==> config.mk <==
export PLATFORM = sky130hd
export DESIGN_NAME = inv_mix_columns
export DESIGN_NICKNAME = d
export VERILOG_FILES = /design/src/rtl/inv_mix_columns.sv
export SDC_FILE = /design/constraint.sdc
export NUM_CORES = 1
export LEC_CHECK = 0
export CORE_MARGIN = 10
export CORE_UTILIZATION = 55
export DETAILED_ROUTE_END_ITERATION = 10
export PLACE_DENSITY = 0.85
export SYNTH_ARGS = -nofsm -noshare
export SYNTH_HDL_FRONTEND = slang
export SYNTH_SLANG_ARGS = --single-unit
export TNS_END_PERCENT = 100
==> constraint.sdc <==
create_clock -name clk -period 8.38 [get_ports clk]
set_clock_uncertainty 0.15 [all_clocks]
set_input_delay 2.095 -clock clk [delete_from_list [all_inputs] [get_ports clk]]
set_output_delay 2.095 -clock clk [all_outputs]
set_load 0.1 [all_outputs]
==> src/rtl/inv_mix_columns.sv <==
// Iterative AES InvMixColumns engine: captures a 128-bit state, transforms
// COLS_PER_CYCLE columns per BUSY cycle and holds the result until accepted.
module inv_mix_columns #(
    parameter int COLS_PER_CYCLE = 1
) (
    input  logic         clk,
    input  logic         rst,
    input  logic         in_valid,
    output logic         in_ready,
    input  logic [127:0] in_data,
    output logic         out_valid,
    input  logic         out_ready,
    output logic [127:0] out_data
);

    generate
        if (COLS_PER_CYCLE != 1 && COLS_PER_CYCLE != 2 && COLS_PER_CYCLE != 4) begin : g_bad_cols
            $error("inv_mix_columns: COLS_PER_CYCLE must be 1, 2 or 4");
        end
    endgenerate

    localparam logic [2:0] COL_STEP = 3'(COLS_PER_CYCLE);

    typedef enum logic [1:0] {
        IDLE = 2'd0,
        BUSY = 2'd1,
        DONE = 2'd2
    } state_t;

    state_t       state_r;
    state_t       state_next_s;
    logic [2:0]   col_r;
    logic [2:0]   col_next_s;
    logic [127:0] src_r;
    logic [127:0] src_next_s;
    logic [127:0] res_r;
    logic [127:0] res_next_s;
    logic         in_ready_r;
    logic         out_valid_r;

    function automatic logic [7:0] xtime(input logic [7:0] x);
        return {x[6:0], 1'b0} ^ (x[7] ? 8'h1B : 8'h00);
    endfunction

    // k selects which of x8/x4/x2/x are summed, covering 09, 0b, 0d and 0e
    function automatic logic [7:0] gf_mul(input logic [7:0] x, input logic [3:0] k);
        logic [7:0] x2;
        logic [7:0] x4;
        logic [7:0] x8;
        x2 = xtime(x);
        x4 = xtime(x2);
        x8 = xtime(x4);
        return (k[3] ? x8 : 8'h00) ^ (k[2] ? x4 : 8'h00) ^
               (k[1] ? x2 : 8'h00) ^ (k[0] ? x : 8'h00);
    endfunction

    function automatic logic [31:0] inv_col(input logic [31:0] a);
        logic [7:0] a0;
        logic [7:0] a1;
        logic [7:0] a2;
        logic [7:0] a3;
        a0 = a[31:24];
        a1 = a[23:16];
        a2 = a[15:8];
        a3 = a[7:0];
        return {gf_mul(a0, 4'hE) ^ gf_mul(a1, 4'hB) ^ gf_mul(a2, 4'hD) ^ gf_mul(a3, 4'h9),
                gf_mul(a0, 4'h9) ^ gf_mul(a1, 4'hE) ^ gf_mul(a2, 4'hB) ^ gf_mul(a3, 4'hD),
                gf_mul(a0, 4'hD) ^ gf_mul(a1, 4'h9) ^ gf_mul(a2, 4'hE) ^ gf_mul(a3, 4'hB),
                gf_mul(a0, 4'hB) ^ gf_mul(a1, 4'hD) ^ gf_mul(a2, 4'h9) ^ gf_mul(a3, 4'hE)};
    endfunction

    // Column c occupies bits [127-32c -: 32]; 127-32c is {~c, 5'b11111}
    function automatic logic [6:0] col_msb(input logic [1:0] c);
        return {~c, 5'b11111};
    endfunction

    // Next-state, column counter and datapath updates
    always_comb begin
        state_next_s = state_r;
        col_next_s   = col_r;
        src_next_s   = src_r;
        res_next_s   = res_r;
        case (state_r)
            IDLE: begin
                if (in_valid) begin
                    src_next_s   = in_data;
                    col_next_s   = 3'd0;
                    state_next_s = BUSY;
                end else begin
                    state_next_s = IDLE;
                end
            end
            BUSY: begin
                for (int k = 0; k < COLS_PER_CYCLE; k++) begin
                    res_next_s[col_msb(col_r[1:0] + 2'(k)) -: 32] =
                        inv_col(src_r[col_msb(col_r[1:0] + 2'(k)) -: 32]);
                end
                col_next_s = col_r + COL_STEP;
                if (col_next_s == 3'd4) begin
                    state_next_s = DONE;
                end else begin
                    state_next_s = BUSY;
                end
            end
            DONE: begin
                if (out_ready) begin
                    state_next_s = IDLE;
                end else begin
                    state_next_s = DONE;
                end
            end
            default: begin
                state_next_s = IDLE;
                col_next_s   = 3'd0;
            end
        endcase
    end

    // State, data and registered handshake outputs
    always_ff @(posedge clk) begin
        if (!rst) begin
            state_r     <= IDLE;
            col_r       <= 3'd0;
            src_r       <= 128'h0;
            res_r       <= 128'h0;
            in_ready_r  <= 1'b1;
            out_valid_r <= 1'b0;
        end else begin
            state_r     <= state_next_s;
            col_r       <= col_next_s;
            src_r       <= src_next_s;
            res_r       <= res_next_s;
            in_ready_r  <= (state_next_s == IDLE);
            out_valid_r <= (state_next_s == DONE);
        end
    end

    assign in_ready  = in_ready_r;
    assign out_valid = out_valid_r;
    assign out_data  = res_r;

endmodule

# Yosys cells after proc, flatten, opt, wreduce, memory -nomap -nowiden
# Cells that the tools add are included.
# word_totals
ff_bits,263
in_bits,132
out_inout_bits,130
wordCells,89
# classes
n_addsub,2
eq_ne,5
shift,3
muxes,19
n_bitwise,50
reduce_logical,4
# ops
cell,count
$xor A8 B8 Y8,38
$shift A32 B9 Y159 const A,1
$shiftx A159 B8 Y32,1
$shiftx A32 B9 Y159,1
$bwmux W128,1
$xor A8 B5 Y8,10
$mux W5,12
$neg A7 Y9,1
$pmux W3 S3,1
$pmux W2 S3,1
$eq A2 B2 Y1 const B,2
$logic_not A2 Y1,2
$mux W2,2
$reduce_and A2 Y1,2
$add A3 B1 Y3 const B,1
$eq A3 B3 Y1 const B,1
$mux W3,1
$eq A2 B1 Y1 const B,1
$ne A2 B2 Y1 const B,1
$not A2 Y2,1
$mux W1,1
$not A1 Y1,1

# Longest topological paths before layout
# depth
depth_word,15
depth_mapped,12

# Least setup slack after synthesis
# No wires, ideal clock.
# synth_path
path_kind,input -> register
from,input port in_valid
to,register src_r[10]
arrival_time_ps,3058
required_time_ps,8154
setup_slack_ps,5097
path_stages,6
n_path_buf,2
cell_sequence,inv_1 nor3_1 clkbuf_1 buf_1 nand2_1 a21boi_0
# synth_between
elab_chain_cells,1
# synth_lines
item,line_no,rtl
"start, declared",8,"input logic in_valid,"
$reduce_and A2 Y1 (no source line),-,
"end signal, assigned",131,src_r <= src_next_s;
"end, declared",34,logic [127:0] src_r;
# No other way between the ends.
# A chain may end at the register's enable or synchronous reset.

# Worst setup path in the final report
# layout_path
from,register col_r[0]
to,"register res_r[98], in the netlist out_data[98]"
# layout_between
elab_chain_cells,13
word_cells_on_any_way,66
cone_classes,1 x add/sub; 3 x shift; 13 x mux; 49 x bitwise
# layout_lines
item,line_no,rtl
"start, declared",32,logic [2:0] col_r;
"start signal, assigned",130,col_r <= col_next_s;
$not A2 Y2 *,74,"return {~c, 5'b11111};"
$shiftx A159 B8 Y32,96,inv_col(src_r[col_msb(col_r[1:0] + 2'(k)) -: 32]);
$xor A8 B5 Y8 or $mux W5 (tied branches) (2 in series),42,"return {x[6:0], 1'b0} ^ (x[7] ? 8'h1B : 8'h00);"
$mux W5 or $xor A8 B5 Y8 (tied branches),42,
$xor A8 B5 Y8,42,
$xor A8 B8 Y8,53,return (k[3] ? x8 : 8'h00) ^ (k[2] ? x4 : 8'h00) ^
$xor A8 B8 Y8 (on tied branches),"54, 53",
$xor A8 B8 Y8 (on tied branches) (3 in series),-,
$shiftx A32 B9 Y159,95,res_next_s[col_msb(col_r[1:0] + 2'(k)) -: 32] =
$bwmux W128 *,95,
"end signal, assigned",132,res_r <= res_next_s;
"end, declared",36,logic [127:0] res_r;
# Mark *: on every way between the ends. The rest lies on a longest branch, timed or not.

==> flow_metrics.env <==
export IMPL_synthesis_nets=1368
export IMPL_io_pins=262
export IMPL_regArea_um2=5268
export IMPL_antenna_cells=0
export IMPL_dp_final_hpwl_um=24730
export IMPL_avgSynthCellArea_um2=9.933
export IMPL_post_cts_buffers=0
export IMPL_coreArea_um2=21820
export IMPL_grt_overflow=0
export IMPL_cts_root_buf="clkbuf_16"
export IMPL_clk_pin_slew_ns=0.06
export IMPL_htree_levels=1
export IMPL_grt_usage_pct=22.64
export IMPL_final_cell_area_um2=15790
export IMPL_cts_buffer_depth=3
export IMPL_outcome="finished clean"
export IMPL_reg2reg_from="col_r[0]"
export IMPL_grt_max_degree=129
export IMPL_fmax_mhz=226.1
export IMPL_hold_class="reg2reg"
export IMPL_ys_async_sr_fraction_pct=0
export IMPL_mostFrequentLayoutCells="nand2_1 (304), dfxtp_1 (261), clkdlybuf4s50_1 (260), a21boi_0 (131), xnor2_1 (94)"
export IMPL_setup_tns_ns=0
export IMPL_die_w_um=169.1
export IMPL_min_from="out_data[29]"
export IMPL_cp_arrival_ns=4.67
export IMPL_cts_tree="done"
export IMPL_period_share_pct=52.77
export IMPL_gp_congestion=0.8537
export IMPL_maxCapViolCount=0
export IMPL_ir_drop_v=0.0001345
export IMPL_regToRegEndpoint="out_data[98]"
export IMPL_fin_nets=1577
export IMPL_critical_path_endpoint_type="register"
export IMPL_first_pass_iters=6
export IMPL_rsz0062_at_grt="false"
export IMPL_maxSlewViolCount=0
export IMPL_rows=54
export IMPL_grt_pass1_vias=9701
export IMPL_holdPathEnd="out_data[29]"
export IMPL_synth_ff_type="dfxtp_1"
export IMPL_wl_per_cell_um=19.45
export IMPL_dp_cells=1691
export IMPL_syn_area_um2=12230
export IMPL_cts_sinks=263
export IMPL_ys_types=36
export IMPL_cts_made_buffers=27
export IMPL_leakage_nw=5.582
export IMPL_grt_pass1_wl_um=52870
export IMPL_setup_violations=0
export IMPL_ys_seq_area_share_pct=43.06
export IMPL_post_dp_cell_area_um2=14870
export IMPL_drive_gt1_share_pct=9.452
export IMPL_yosys_warnings=0
export IMPL_worst_endpoint_required_ns=8.62
export IMPL_ant_nets=0
export IMPL_hold_viol_final=0
export IMPL_vias=9462
export IMPL_rrSetupSlack_ns=3.96
export IMPL_vias_per_cell=5.438
export IMPL_p_per_area_nw_per_um2=264.4
export IMPL_die_area_um2=28600
export IMPL_multi_input_area_um2=6553
export IMPL_hold_buffers=0
export IMPL_post_cts_resized=0
export IMPL_initial_core_util_pct=56.03
export IMPL_drc=0
export IMPL_holdPathStages=2
export IMPL_path_max_fanout=26
export IMPL_clk_latency_ns=0.54
export IMPL_rr_worst_depth=8
export IMPL_synth_edff_count=0
export IMPL_antenna_found_initial=0
export IMPL_drt_initial_drc_count=812
export IMPL_area_growth_pct=29.10
export IMPL_nFillCells=1598
export IMPL_die_height_um=169.1
export IMPL_ys_ff_latch=263
export IMPL_tightest_slew_ns=1.032
export IMPL_final_common_cell="nand2_1"
export IMPL_critPathKind="reg2reg"
export IMPL_slew_headroom_pct=30.99
export IMPL_drt_wl_total_um=33850
export IMPL_period_needed_ns=4.422
export IMPL_port_buffers=261
export IMPL_startpoint_type="register"
export IMPL_fin_cells=1740
export IMPL_synthCells=1231
[critical path, cell delays in order (launching register included)]
cell	delay, ns
dfxtp_2	0.67
buf_4	0.57
mux4_2	0.72
xor2_1	0.35
xor3_2	0.60
xor2_4	0.32
xnor2_1	0.17
xnor2_1	0.51
o21ai_0	0.20
[metrics by stage]
step	hold WS (ns)	setup WS, ns	utilization, %	total power [mW]
after global placement	0.2838	3.974	68.16	2.950
after global routing	0.3193	3.684	72.34	4.322
final	0.2979	3.958	72.34	4.173
after detailed placement	0.2922	3.879	68.16	2.974
after floorplan	0.2902	5.097	-	2.541
after CTS	0.3013	3.918	72.34	4.187
[power by group]
group,total [mW],switching [mW],internal (mW)
clock network,1.22,0.508,0.710
logic,1.58,1.01,0.576
registers,1.37,0.0456,1.33
total,4.17,1.56,2.61
[worst max-delay path by stage]
stage	startpoint	to	slack, ns	cells after the start
global route	col_r[0]	out_data[34]	3.68	8
CTS	col_r[0]	out_data[98]	3.92	8
floorplan	in_valid	src_r[10]	5.10	6
finish	col_r[0]	out_data[98]	3.96	8
detailed placement	in_valid	src_r[93]	3.88	7
global placement	in_valid	src_r[73]	3.97	7
[flip-flops by register name (all words and copies together) (netlist names)]
name	cells
col_r	3
in_ready	1
out_data	128
out_valid	1
src_r	128
state_r	2
[logic make-up after synthesis]
logic type | Yosys count | share of synthesized area, %
AND/OR/NAND/NOR | 400 | 14.16
flip-flops | 263 | 43.06
AO/OA/AOI/OAI | 260 | 15.38
XOR/XNOR | 173 | 17.23
buffers and inverters | 96 | 3.602
multiplexers | 34 | 6.058
adder cells (fa/ha/maj) | 5 | 0.5116
[synth_stat cells (6+ instances only)]
cell type	instances	area share (%)
a21boi_0	131	8.0
a22o_1	20	1.4
a22oi_1	69	4.2
and2_1	9	0.46
clkbuf_1	74	2.3
dfxtp_1	263	43
mux4_2	32	5.9
nand2_1	304	9.3
nor2b_1	75	3.8
nor3_1	6	0.25
o21ai_0	12	0.49
o21ai_1	24	0.98
xnor2_1	94	6.7
xnor2_2	25	3.3
xnor2_4	6	1.4
xnor3_1	9	1.7
xor2_1	27	1.9
[area by class of cell]
type                       count  area share, %
clock inverter                14         0.9273
timing repair buffer         271          17.01
sequential                   263          33.37
multi-input combinational    872          41.51
tap                          280          2.219
inverter                       5         0.1189
clock buffer                  35          4.851
[routing by layer]
metal | wire (um) | global-route usage (%)
met1 | 14210 | 28.46
met2 | 16210 | 38.28
met3 | 2729 | 5.419
met4 | 693 | 5.854
met5 | 0 | 0
(Power assumes the default switching activity.)
